## src/rtl/assoc_buf_ctrl.sv

```systemverilog
// Command sequencer for the associative buffer: issues CLR/LOAD/INCR codes to the key and occupancy registers.
// Optional macro DUPLICATE_CHECK_EN: INSERT first looks up the key and reports a duplicate instead of loading.
module assoc_buf_ctrl #(
    parameter int ENTRIES    = 4,
    parameter int IDX_WIDTH  = 2,
    parameter int CTRL_WIDTH = 2
) (
    input  logic                          clk,
    input  logic                          rst,
    input  logic                          req_valid,
    output logic                          req_ready,
    input  logic [1:0]                    req_op,
    input  logic [ENTRIES-1:0]            match_vec,
    output logic [ENTRIES*CTRL_WIDTH-1:0] entry_ctrl,
    output logic [CTRL_WIDTH-1:0]         cnt_ctrl,
    output logic [IDX_WIDTH:0]            occupancy,
    output logic                          full,
    output logic                          empty,
    output logic                          resp_valid,
    output logic                          resp_hit,
    output logic                          resp_evict,
    output logic [IDX_WIDTH-1:0]          resp_idx
);

    localparam logic [1:0] OP_INSERT = 2'd1;
    localparam logic [1:0] OP_LOOKUP = 2'd2;
    localparam logic [1:0] OP_CLEAR  = 2'd3;

    localparam logic [CTRL_WIDTH-1:0] C_NONE = CTRL_WIDTH'(0);
    localparam logic [CTRL_WIDTH-1:0] C_CLR  = CTRL_WIDTH'(1);
    localparam logic [CTRL_WIDTH-1:0] C_LOAD = CTRL_WIDTH'(2);
    localparam logic [CTRL_WIDTH-1:0] C_INCR = CTRL_WIDTH'(3);

    localparam logic [IDX_WIDTH:0] FULL_CNT = (IDX_WIDTH+1)'(ENTRIES);

    typedef enum logic [2:0] {
        S_IDLE, S_INS, S_LK_WAIT, S_LK_EVAL, S_CLR, S_RESP
    } state_t;

    state_t                          state_q;
    logic [ENTRIES-1:0]              valid_q;
    logic [IDX_WIDTH:0]              occ_q;
    logic [IDX_WIDTH-1:0]            ptr_q;
    logic [IDX_WIDTH-1:0]            slot_q;
    logic                            evict_q;
    logic [ENTRIES*CTRL_WIDTH-1:0]   entry_ctrl_q;
    logic [CTRL_WIDTH-1:0]           cnt_ctrl_q;
    logic                            resp_valid_q;
    logic                            resp_hit_q;
    logic                            resp_evict_q;
    logic [IDX_WIDTH-1:0]            resp_idx_q;

    logic [ENTRIES-1:0]              hit_vec;
    logic [IDX_WIDTH-1:0]            free_idx;
    logic                            match_found;
    logic [IDX_WIDTH-1:0]            match_idx;
    logic [IDX_WIDTH-1:0]            slot_d;
    logic                            evict_d;
    logic [ENTRIES*CTRL_WIDTH-1:0]   load_ctrl_d;
    logic                            go_ins;

`ifdef DUPLICATE_CHECK_EN
    logic [1:0] op_q;
    assign go_ins = (op_q == OP_INSERT) && !match_found;
`else
    assign go_ins = 1'b0;
`endif

    assign full       = (occ_q == FULL_CNT);
    assign empty      = (occ_q == '0);
    assign occupancy  = occ_q;
    assign req_ready  = (state_q == S_IDLE);
    assign entry_ctrl = entry_ctrl_q;
    assign cnt_ctrl   = cnt_ctrl_q;
    assign resp_valid = resp_valid_q;
    assign resp_hit   = resp_hit_q;
    assign resp_evict = resp_evict_q;
    assign resp_idx   = resp_idx_q;

    // NOTE: every combinational output gets a default before the loops, so no latch can be inferred.
    always_comb begin
        hit_vec     = match_vec & valid_q;
        free_idx    = '0;
        match_found = 1'b0;
        match_idx   = '0;
        // Scan high-to-low so the last write leaves the lowest qualifying index.
        for (int i = ENTRIES - 1; i >= 0; i--) begin
            if (!valid_q[i]) free_idx = IDX_WIDTH'(i);
            if (hit_vec[i]) begin
                match_found = 1'b1;
                match_idx   = IDX_WIDTH'(i);
            end
        end
        evict_d     = full;
        slot_d      = full ? ptr_q : free_idx;
        load_ctrl_d = '0;
        for (int i = 0; i < ENTRIES; i++) begin
            if (slot_d == IDX_WIDTH'(i)) load_ctrl_d[i*CTRL_WIDTH +: CTRL_WIDTH] = C_LOAD;
        end
    end

    // NOTE: asynchronous active-low reset; all state updates use non-blocking assignments.
    always_ff @(posedge clk or negedge rst) begin
        if (!rst) begin
            state_q      <= S_IDLE;
            valid_q      <= '0;
            occ_q        <= '0;
            ptr_q        <= '0;
            slot_q       <= '0;
            evict_q      <= 1'b0;
            entry_ctrl_q <= '0;
            cnt_ctrl_q   <= C_NONE;
            resp_valid_q <= 1'b0;
            resp_hit_q   <= 1'b0;
            resp_evict_q <= 1'b0;
            resp_idx_q   <= '0;
`ifdef DUPLICATE_CHECK_EN
            op_q         <= '0;
`endif
        end else begin
            // Ctrl codes and the strobe are one-cycle pulses unless re-armed below.
            resp_valid_q <= 1'b0;
            entry_ctrl_q <= '0;
            cnt_ctrl_q   <= C_NONE;
            case (state_q)
                S_IDLE: begin
                    if (req_valid) begin
`ifdef DUPLICATE_CHECK_EN
                        op_q <= req_op;
`endif
                        case (req_op)
                            OP_INSERT: begin
`ifdef DUPLICATE_CHECK_EN
                                state_q <= S_LK_WAIT;
`else
                                state_q      <= S_INS;
                                slot_q       <= slot_d;
                                evict_q      <= evict_d;
                                entry_ctrl_q <= load_ctrl_d;
                                cnt_ctrl_q   <= evict_d ? C_NONE : C_INCR;
`endif
                            end
                            OP_LOOKUP: state_q <= S_LK_WAIT;
                            OP_CLEAR: begin
                                state_q      <= S_CLR;
                                entry_ctrl_q <= {ENTRIES{C_CLR}};
                                cnt_ctrl_q   <= C_CLR;
                            end
                            default: ;
                        endcase
                    end
                end
                S_LK_WAIT: state_q <= S_LK_EVAL;
                S_LK_EVAL: begin
                    if (go_ins) begin
                        state_q      <= S_INS;
                        slot_q       <= slot_d;
                        evict_q      <= evict_d;
                        entry_ctrl_q <= load_ctrl_d;
                        cnt_ctrl_q   <= evict_d ? C_NONE : C_INCR;
                    end else begin
                        state_q      <= S_RESP;
                        resp_valid_q <= 1'b1;
                        resp_hit_q   <= match_found;
                        resp_evict_q <= 1'b0;
                        resp_idx_q   <= match_idx;
                    end
                end
                S_INS: begin
                    valid_q[slot_q] <= 1'b1;
                    if (evict_q) ptr_q <= ptr_q + IDX_WIDTH'(1);
                    else         occ_q <= occ_q + (IDX_WIDTH+1)'(1);
                    state_q      <= S_RESP;
                    resp_valid_q <= 1'b1;
                    resp_hit_q   <= 1'b0;
                    resp_evict_q <= evict_q;
                    resp_idx_q   <= slot_q;
                end
                S_CLR: begin
                    valid_q      <= '0;
                    occ_q        <= '0;
                    ptr_q        <= '0;
                    state_q      <= S_RESP;
                    resp_valid_q <= 1'b1;
                    resp_hit_q   <= 1'b0;
                    resp_evict_q <= 1'b0;
                    resp_idx_q   <= '0;
                end
                S_RESP:  state_q <= S_IDLE;
                default: state_q <= S_IDLE;
            endcase
        end
    end

endmodule
```

## config.mk

```make
export PLATFORM = sky130hd
export DESIGN_NAME = assoc_buf_ctrl
export DESIGN_NICKNAME = d
export VERILOG_FILES = /design/src/rtl/assoc_buf_ctrl.sv
export SDC_FILE = /design/constraint.sdc
export NUM_CORES = 1
export LEC_CHECK = 0
export ABC_CLOCK_PERIOD_IN_PS = 3330
export CAP_MARGIN = 0
export CORE_MARGIN = 2
export CORE_UTILIZATION = 35
export DETAILED_ROUTE_END_ITERATION = 8
export MAX_ROUTING_LAYER = met4
export PLACE_DENSITY = 0.56
export SLEW_MARGIN = 20
export SYNTH_ARGS = -nofsm -noshare
export SYNTH_HDL_FRONTEND = slang
export SYNTH_SLANG_ARGS = --single-unit
```

## constraint.sdc

```tcl
create_clock -name clk -period 3.33 [get_ports clk]
set_clock_uncertainty 0.1 [all_clocks]
set_input_delay 0.666 -clock clk [delete_from_list [all_inputs] [get_ports clk]]
set_output_delay 0.666 -clock clk [all_outputs]
set_load 0.02 [all_outputs]
```

* Yosys cells after proc, flatten, opt, wreduce, memory -nomap -nowiden
Cells that the tools add are included.
Storage, ports and cells: input port bits 9, word-level logic and storage cells 86, bits in registers 30, output and inout port bits 21
Operators by class: add/sub/neg operators 2, mux-type cells 38, reduce and logical (&&, ||, !) cells 15, bitwise logic cells 2, eq/ne operators 15, magnitude comparators 2
Operators with widths (count):
- $mux W2 | 17
- $pmux W3 S3 | 2
- $mux W8 | 2
- $pmux W8 S2 | 1
- $eq A2 B2 Y1 const B | 4
- $pmux W2 S2 | 2
- $pmux W4 S2 | 1
- $eq A3 B2 Y1 const B | 2
- $eq A3 B3 Y1 const B | 2
- $logic_not A3 Y1 | 2
- $mux W1 | 6
- $mux W3 | 2
- $ne A2 B2 Y1 const B | 3
- $pmux W2 S3 | 1
- $pmux W3 S2 | 1
- $reduce_and A2 Y1 | 3
- $reduce_bool A2 Y1 | 3
- $and A4 B4 Y4 | 1
- $eq A2 B1 Y1 const B | 2
- $ne A4 B1 Y1 const B | 1
- $or A4 B4 Y4 | 1
- $pmux W1 S2 | 2
- $reduce_or A2 Y1 | 2
- $add A3 B1 Y3 const B | 1
- 10 further kinds | 10

* Longest topological paths before layout
Gate-level depths: netlist (run 1).
depth after elaboration 10, mapped depth 7, mapped depth without buffers 7

* Worst setup path after synthesis (run 1)
OpenSTA, ideal clock, no wires.
kind reg-to-reg, start reg occ_q[0], in the netlist occupancy[0], end reg entry_ctrl_q[5], in the netlist entry_ctrl[5], arrival 1.741 ns, required time 3.103 ns, period minus slack after synthesis 1.968 ns, library setup time 0.127 ns, cell stages (with the launch flop) 8, path buffers 0, path slack 1.362 ns, cells stage by stage dfrtp_1 -> inv_1 -> ha_1 -> nand2_1 -> clkinv_1 -> a211oi_2 -> a21oi_1 -> nor3b_1
Between the ends: word-level cells in the longest chain between the ends 7
Ends and longest elaborated chain:
- start, declared | line 42 | logic [IDX_WIDTH:0] occ_q;
- start signal, assigned | line 172 | else occ_q <= occ_q + (IDX_WIDTH+1)'(1);
- $eq A3 B3 Y1 | line 69 | assign full = (occ_q == FULL_CNT);
- named net full | line 17 | output logic full,
- $mux W2 | line 95 | slot_d = full ? ptr_q : free_idx;
- $eq A2 B2 Y1 | line 98 | if (slot_d == IDX_WIDTH'(i)) load_ctrl_d[i*CTRL_WIDTH +: CTRL_WIDTH] = C_LOAD;
- $mux W2 | line 98
- $pmux W8 S2 | line 131 | case (req_op)
- $mux W8 | line 127 | if (req_valid) begin
- $mux W8
- end signal, assigned | line 139 | entry_ctrl_q <= load_ctrl_d;
- end signal, assigned | line 146 | entry_ctrl_q <= {ENTRIES{C_CLR}};
- end signal, assigned | line 159 | entry_ctrl_q <= load_ctrl_d;
- end, declared | line 46 | logic [ENTRIES*CTRL_WIDTH-1:0] entry_ctrl_q;
The timed path passes the listed nets, and every way through them passes these cells. A chain may end at the register's enable or synchronous reset.

* Worst setup path after layout (run 1)
start reg occ_q[0], in the netlist occupancy[0], end out full
Between the ends: word-level cells in the longest chain between the ends 1
Ends and longest elaborated chain (line):
- $eq A3 B3 Y1 | 69
- end, declared | 17
Every way passes these cells.

==> flow_metrics.tcl, run 1 <==
set metrics [dict create \
    status "finished, final reports clean" \
    irDropWorstVdd_uv 375 \
    critical_path.top_delay_family "buffers and inverters" \
    clk_latency_ps 270 \
    synthTopCellsByCount "dfrtp_1, nand2_1, o21ai_0" \
    cts_made_buffers 3 \
    boundaryPins 30 \
    drt_iter0_drc 67 \
    clk_pin_slew_ps 90 \
    slew_headroom_pct 51.1 \
    regToRegStartpoint "occupancy[0]$_DFFE_PN0P_" \
    antenna_left 0 \
    num_vias 1233 \
    reg2reg_depth 7 \
    via_per_inst 5.18 \
    crit_type "register to output pin" \
    critPathMaxStageDelay_ps 610 \
    tightest_slew_ps 734 \
    hp-start "resp_hit$_DFFE_PN0P_" \
    die_h_um 69.5 \
    gp_congestion 0.875 \
    ys_top_cells_by_area "dfrtp_1, o21ai_0, ha_1, a21oi_1, nand2_1" \
    hold_viol 0 \
    synth_top_area_share_pct 45.0 \
    worstSetupStartpointType "register" \
    r2r_slack_ps 1400 \
    grt_pass1_vias 1167 \
    grt_max_degree 28 \
    ys_seq_elements 27 \
    synth_edf_count 0 \
    path_cells "inv_1, ha_1, nand2_1, clkinv_1, clkdlybuf4s50_1" \
    holdPathStages 2 \
    syn-cell-area_mm2 0.00150 \
    hold_end "resp_hit$_DFFE_PN0P_" \
    crit_buf_inv 3 \
    wl_per_cell_um 13.8 \
    min_path_type "register to register" \
    cp-end-kind "output pin" \
    p_leak_nw 0.778 \
    antenna_found_initial 0 \
    slowest_stage "clkdlybuf4s50_1" \
    dr.pass1.iters 4 \
    die_x_um 69.5 \
    tns_ps 0 \
    postCtsHoldBufs 0 \
    area_delta_synth_final_pct 22.8 \
    wirelength_mm 3.28 \
    cts_setup_buffers 0 \
    maxSlewViolCount 0 \
    path_max_fanout 9 \
    synthArstFlopShare_pct 100 \
    maxCapViolCount 0 \
    grt_usage_pct 14.8 \
    powerDensity_mw_per_mm2 798 \
    fin_nets 205 \
    syn_nets 181 \
    synthCells 165 \
    yosysSeqAreaShare_pct 45.0 \
    ys_warn_count 0 \
    worstPathArrival_ps 2000 \
    antennaDiodeCount 0 \
    syn_area_per_cell_um2 9.09 \
    ys.flop_type "dfrtp_1" \
    ys_types 37 \
    drcViolationCount 0 \
    cts_buffer_depth 2 \
    max_freq_ghz 0.362 \
    grt_pass1_wl_mm 5.71 \
    dp_hpwl_mm 2.32 \
    cp.depth 5 \
    cts_num_sinks 27 \
    port_buffers 29 \
    h-tree-depth 1 \
    synth.most_common_cell "dfrtp_1" \
    instances_no_fill 238 \
    yosysTopAreaCell "dfrtp_1" \
    crit_required_ps 2560 \
    setup_viol 0 \
    rsz0062_at_grt "no" \
    place_inst 234 \
    final_layout_size_suffix_gt1_share_pct 5.85 \
    min_period_ps 2760 \
    finalCritPeriodShare_pct 83.0 \
    dieArea_mm2 0.00483 \
    design.core.area_mm2 0.00406 \
    grt_remaining_overflow 0 \
    cts_tree "yes" \
    reg2reg_to "entry_ctrl[5]$_DFF_PN0_" \
    post_cts_resized 0 \
    cts-root-buf "clkbuf_8" \
    fp-row-count 23 \
    start_util_pct 37.0 \
]
-- stage by stage --
step / power, mW / hold WS [ps] / setup slack (ps) / util, % / area (um^2)
2_1_floorplan: 1.05 / 270 / 1360 / - / 1500
3_3_place_gp: 1.27 / 380 / 792 / 44.2 / 1790
3_5_place_dp: 1.28 / 390 / 723 / 44.2 / 1790
4_1_cts: 1.48 / 415 / 555 / 45.4 / 1840
5_1_grt: 1.59 / 495 / 449 / 45.4 / 1840
6_report: 1.47 / 410 / 567 / 45.4 / 1840
-- per-layer routing --
| metal | GRT usage, % | part of all wire [%] | vias up | routed length [um] |
|---|---|---|---|---|
| met5 | - | 0 | - | 0 |
| met4 | 3.70 | 0.91 | 0 | 30 |
| met3 | 2.91 | 3.3 | 4 | 108 |
| met2 | 23.4 | 48 | 24 | 1580 |
| met1 | 19.5 | 48 | 587 | 1560 |
| li1 | - | - | 618 | - |
-- cell families (layout without fill, tap and decap cells) --
| logic type | Yosys count | in the layout | synth area share, % |
|---|---|---|---|
| flip-flops | 27 | 27 | 45.0 |
| AND/OR/NAND/NOR | 56 | 56 | 19.8 |
| adder cells (fa/ha/maj) | 7 | 7 | 5.84 |
| XOR/XNOR | 1 | 1 | 0.584 |
| AO/OA/AOI/OAI | 53 | 53 | 21.8 |
| buffers and inverters | 21 | 44 | 7.01 |
-- tightest hold or removal path, delay by kind of cell (launching register included) --
kind | cells | cell delay [ps]
flip-flops | 1 | 350
AO/OA/AOI/OAI | 1 | 80
AND/OR/NAND/NOR | 1 | 60
-- cells in the final DEF (no fill, tap or decap) --
| cell type | count |
|---|---|
| clkdlybuf4s50_1 | 29 |
| dfrtp_1 | 27 |
| nand2_1 | 18 |
| o21ai_0 | 18 |
| a21oi_1 | 15 |
| nor2_1 | 13 |
| inv_1 | 9 |
| ha_1 | 7 |
| nand2b_1 | 6 |
| a22oi_1 | 5 |
| nor3_1 | 5 |
| nor2b_1 | 4 |
| nand3_1 | 3 |
| a31oi_1 | 3 |
| clkbuf_8 | 3 |
| a211oi_2 | 2 |
| nor3b_1 | 2 |
| or3b_1 | 1 |
| nor3_4 | 1 |
| clkinv_1 | 1 |
| nand3_4 | 1 |
| a21o_1 | 1 |
| nor3_2 | 1 |
| o31a_1 | 1 |
| or4b_2 | 1 |
| o41ai_1 | 1 |
| a22o_1 | 1 |
| a21boi_0 | 1 |
| o31ai_1 | 1 |
| o21a_1 | 1 |
| xnor2_1 | 1 |
| a2bb2oi_1 | 1 |
| o21ai_1 | 1 |
| a32o_1 | 1 |
| clkinvlp_4 | 1 |
| buf_4 | 1 |
-- state kept, by name (all words and copies together), names as in the netlist --
signal      flops
resp_idx        2
resp_valid      1
resp_evict      1
occupancy       3
entry_ctrl      5
state_q         3
valid_q         4
cnt_ctrl        2
slot_q          2
evict_q         1
ptr_q           2
resp_hit        1
-- worst max-delay path by stage --
stage               slack, ps                       to                startpoint
detailed placement        720   state_q[0]$_DFFE_PN0P_                 req_op[0]
CTS                       550                     full  occupancy[0]$_DFFE_PN0P_
global placement          790   state_q[0]$_DFFE_PN0P_                 req_op[0]
floorplan                1360  entry_ctrl[5]$_DFF_PN0_  occupancy[0]$_DFFE_PN0P_
finish                    570                     full  occupancy[0]$_DFFE_PN0P_
global route              450                     full  occupancy[0]$_DFFE_PN0P_
-- cell type report --
class / count / area [um^2]
fillers: 376 / 2220
multi-input cells: 117 / 719
flip-flops and latches: 27 / 676
repair buffers: 30 / 298
well taps: 50 / 62.6
clock buffers: 3 / 41.3
inverters: 10 / 37.5
clock inverters: 1 / 7.51
-- power breakdown --
part | total [mW] | switching (mW) | leakage, nW | internal (mW)
clock network | 0.193 | 0.108 | 0.0217 | 0.0850
logic | 0.668 | 0.364 | 0.405 | 0.304
registers | 0.608 | 0.183 | 0.351 | 0.425
total | 1.47 | 0.655 | 0.778 | 0.814
(Power assumes the default switching activity.)
==> run 2: changes to the inputs <==
--- a/config.mk
+++ b/config.mk
@@ -5,13 +5,13 @@
 export SDC_FILE = /design/constraint.sdc
 export NUM_CORES = 1
 export LEC_CHECK = 0
-export ABC_CLOCK_PERIOD_IN_PS = 3330
+export ABC_CLOCK_PERIOD_IN_PS = 2300
 export CAP_MARGIN = 0
 export CORE_MARGIN = 2
 export CORE_UTILIZATION = 35
 export DETAILED_ROUTE_END_ITERATION = 8
 export MAX_ROUTING_LAYER = met4
-export PLACE_DENSITY = 0.56
+export PLACE_DENSITY = 0.58
 export SLEW_MARGIN = 20
 export SYNTH_ARGS = -nofsm -noshare
 export SYNTH_HDL_FRONTEND = slang
==> constraint.sdc (replaced) <==
create_clock -name clk -period 2.3 [get_ports clk]
set_clock_uncertainty 0.1 [all_clocks]
set_input_delay 0.46 -clock clk [delete_from_list [all_inputs] [get_ports clk]]
set_output_delay 0.46 -clock clk [all_outputs]
set_load 0.02 [all_outputs]
==> flow_metrics.tcl, run 2 (synthesis gave the netlist of run 1 again) <==
set metrics [dict create \
    mostFrequentLayoutCells "dfrtp_1, clkdlybuf4s50_1, nand2_1, o21ai_0, a21oi_1" \
    worst_slack_ps 82.9 \
    max_freq_ghz 0.451 \
    min_period_ps 2220 \
    design.core.area_mm2 0.00406 \
    cts_setup_buffers 0 \
    hold_viol 0 \
    worstPathArrival_ps 1660 \
    wl_per_cell_um 13.5 \
    maxCapViolCount 0 \
    grt_pass1_vias 1300 \
    dr.pass1.iters 4 \
    antennaDiodeCount 0 \
    irDropWorstVdd_uv 426 \
    clk_pin_slew_ps 100 \
    boundaryPins 30 \
    die_x_um 69.5 \
    postCtsHoldBufs 0 \
    antenna_found_initial 0 \
    slowest_stage "clkdlybuf4s50_1" \
    worstSetupStartpointType "register" \
    crit_required_ps 1740 \
    clk_latency_ps 270 \
    powerDensity_mw_per_mm2 1140 \
    finalCritPeriodShare_pct 96.4 \
    die_h_um 69.5 \
    cts_buffer_depth 2 \
    register_area_um2 676 \
    post-route-util_pct 46.5 \
    via_per_inst 5.18 \
    tightest_slew_ps 358 \
    dp_hpwl_mm 2.43 \
    r2r_slack_ps 360 \
    fillers 369 \
    drt_iter0_drc 69 \
    largest_reg_flops 5 \
    p_leak_nw 0.825 \
    setup_viol 0 \
    gp_congestion 0.805 \
    cts_tree "yes" \
    maxSlewViolCount 0 \
    grt_remaining_overflow 0 \
    antenna_left 0 \
    cts-root-buf "clkbuf_8" \
    h-tree-depth 1 \
    fin_nets 211 \
    critPathMaxStageDelay_ps 660 \
    area_delta_synth_final_pct 25.7 \
    min_path_type "register to register" \
    timing.hold.ws_ps 410 \
    num_vias 1264 \
    port_buffers 29 \
    grt_usage_pct 14.9 \
    dp_slack_ps -5.37 \
    post_cts_resized 1 \
    slew_headroom_pct 76.1 \
    status "finished, final reports clean" \
    dieArea_mm2 0.00483 \
    grt_max_degree 28 \
    cp-end-kind "output pin" \
    multi_input_area_um2 719 \
    grt_pass1_wl_mm 5.87 \
    rsz0062_at_grt "no" \
    path_max_fanout 4 \
    start_util_pct 37.0 \
    final_layout_size_suffix_gt1_share_pct 8.76 \
    cts_num_sinks 27 \
    path_cells "nor3_4, clkdlybuf4s50_1" \
    cts_made_buffers 3 \
    drcViolationCount 0 \
    crit_type "register to output pin" \
    wirelength_mm 3.30 \
    fp-row-count 23 \
]
[run 2: changes by cell type in the layout (fill, tap and decap cells not counted), sizes merged]
cell / before / now
buf: 1 / 7
clkinv: 1 / 2
clkinvlp: 1 / 0
dlygate4sd2: 0 / 1
clkdlybuf4s50: 29 / 27
dlymetal6s2s: 0 / 1
[run 2: final timing paths]
path	from	end	cells after the start
min in group asynchronous	rst	entry_ctrl[7]$_DFF_PN0_	2
min	resp_hit$_DFFE_PN0P_	resp_hit$_DFFE_PN0P_	2
max	state_q[1]$_DFFE_PN0P_	req_ready	2
min reg2reg	resp_hit$_DFFE_PN0P_	resp_hit$_DFFE_PN0P_	2
max in group asynchronous	rst	state_q[0]$_DFFE_PN0P_	2
max reg2reg	occupancy[0]$_DFFE_PN0P_	entry_ctrl[5]$_DFF_PN0_	8
[run 2: cell type report]
class	instances	share of cell area, %
multi-input combinational	117	38.2
timing repair buffer	36	18.2
tap	50	3.32
clock inverter	1	0.265
clock buffer	3	2.19
inverter	10	1.99
sequential	27	35.8
[run 2: layer usage]
metal / global-route usage, % / share of wire, % / wire (um) / up-vias
met5: - / 0 / 0 / -
met4: 3.92 / 0.51 / 17 / 0
met3: 2.03 / 3.1 / 104 / 2
met2: 26.8 / 51 / 1670 / 19
met1: 17.5 / 46 / 1510 / 618
li1: - / - / - / 625
[run 2: report_power, final]
part	switching, mW	internal (mW)
Sequential	0.183	0.617
Clock	0.151	0.121
Combinational	0.607	0.467
Total	0.941	1.21
[run 2: stage by stage]
step	setup TNS (ps)	instance area, um^2	total power [mW]	instances
after floorplan	0	1500	1.52	165
after CTS	0	1880	2.16	244
after detailed placement	-5.37	1840	1.89	240
after global routing	0	1890	2.34	244
final	0	1890	2.15	244
after global placement	0	1840	1.86	240
[run 2: worst max-delay path: cells and delay by family (launching register included)]
family	cells	cell delay, ps
buffers and inverters	1	660
and+or+nand+nor	1	300
DFF	1	420
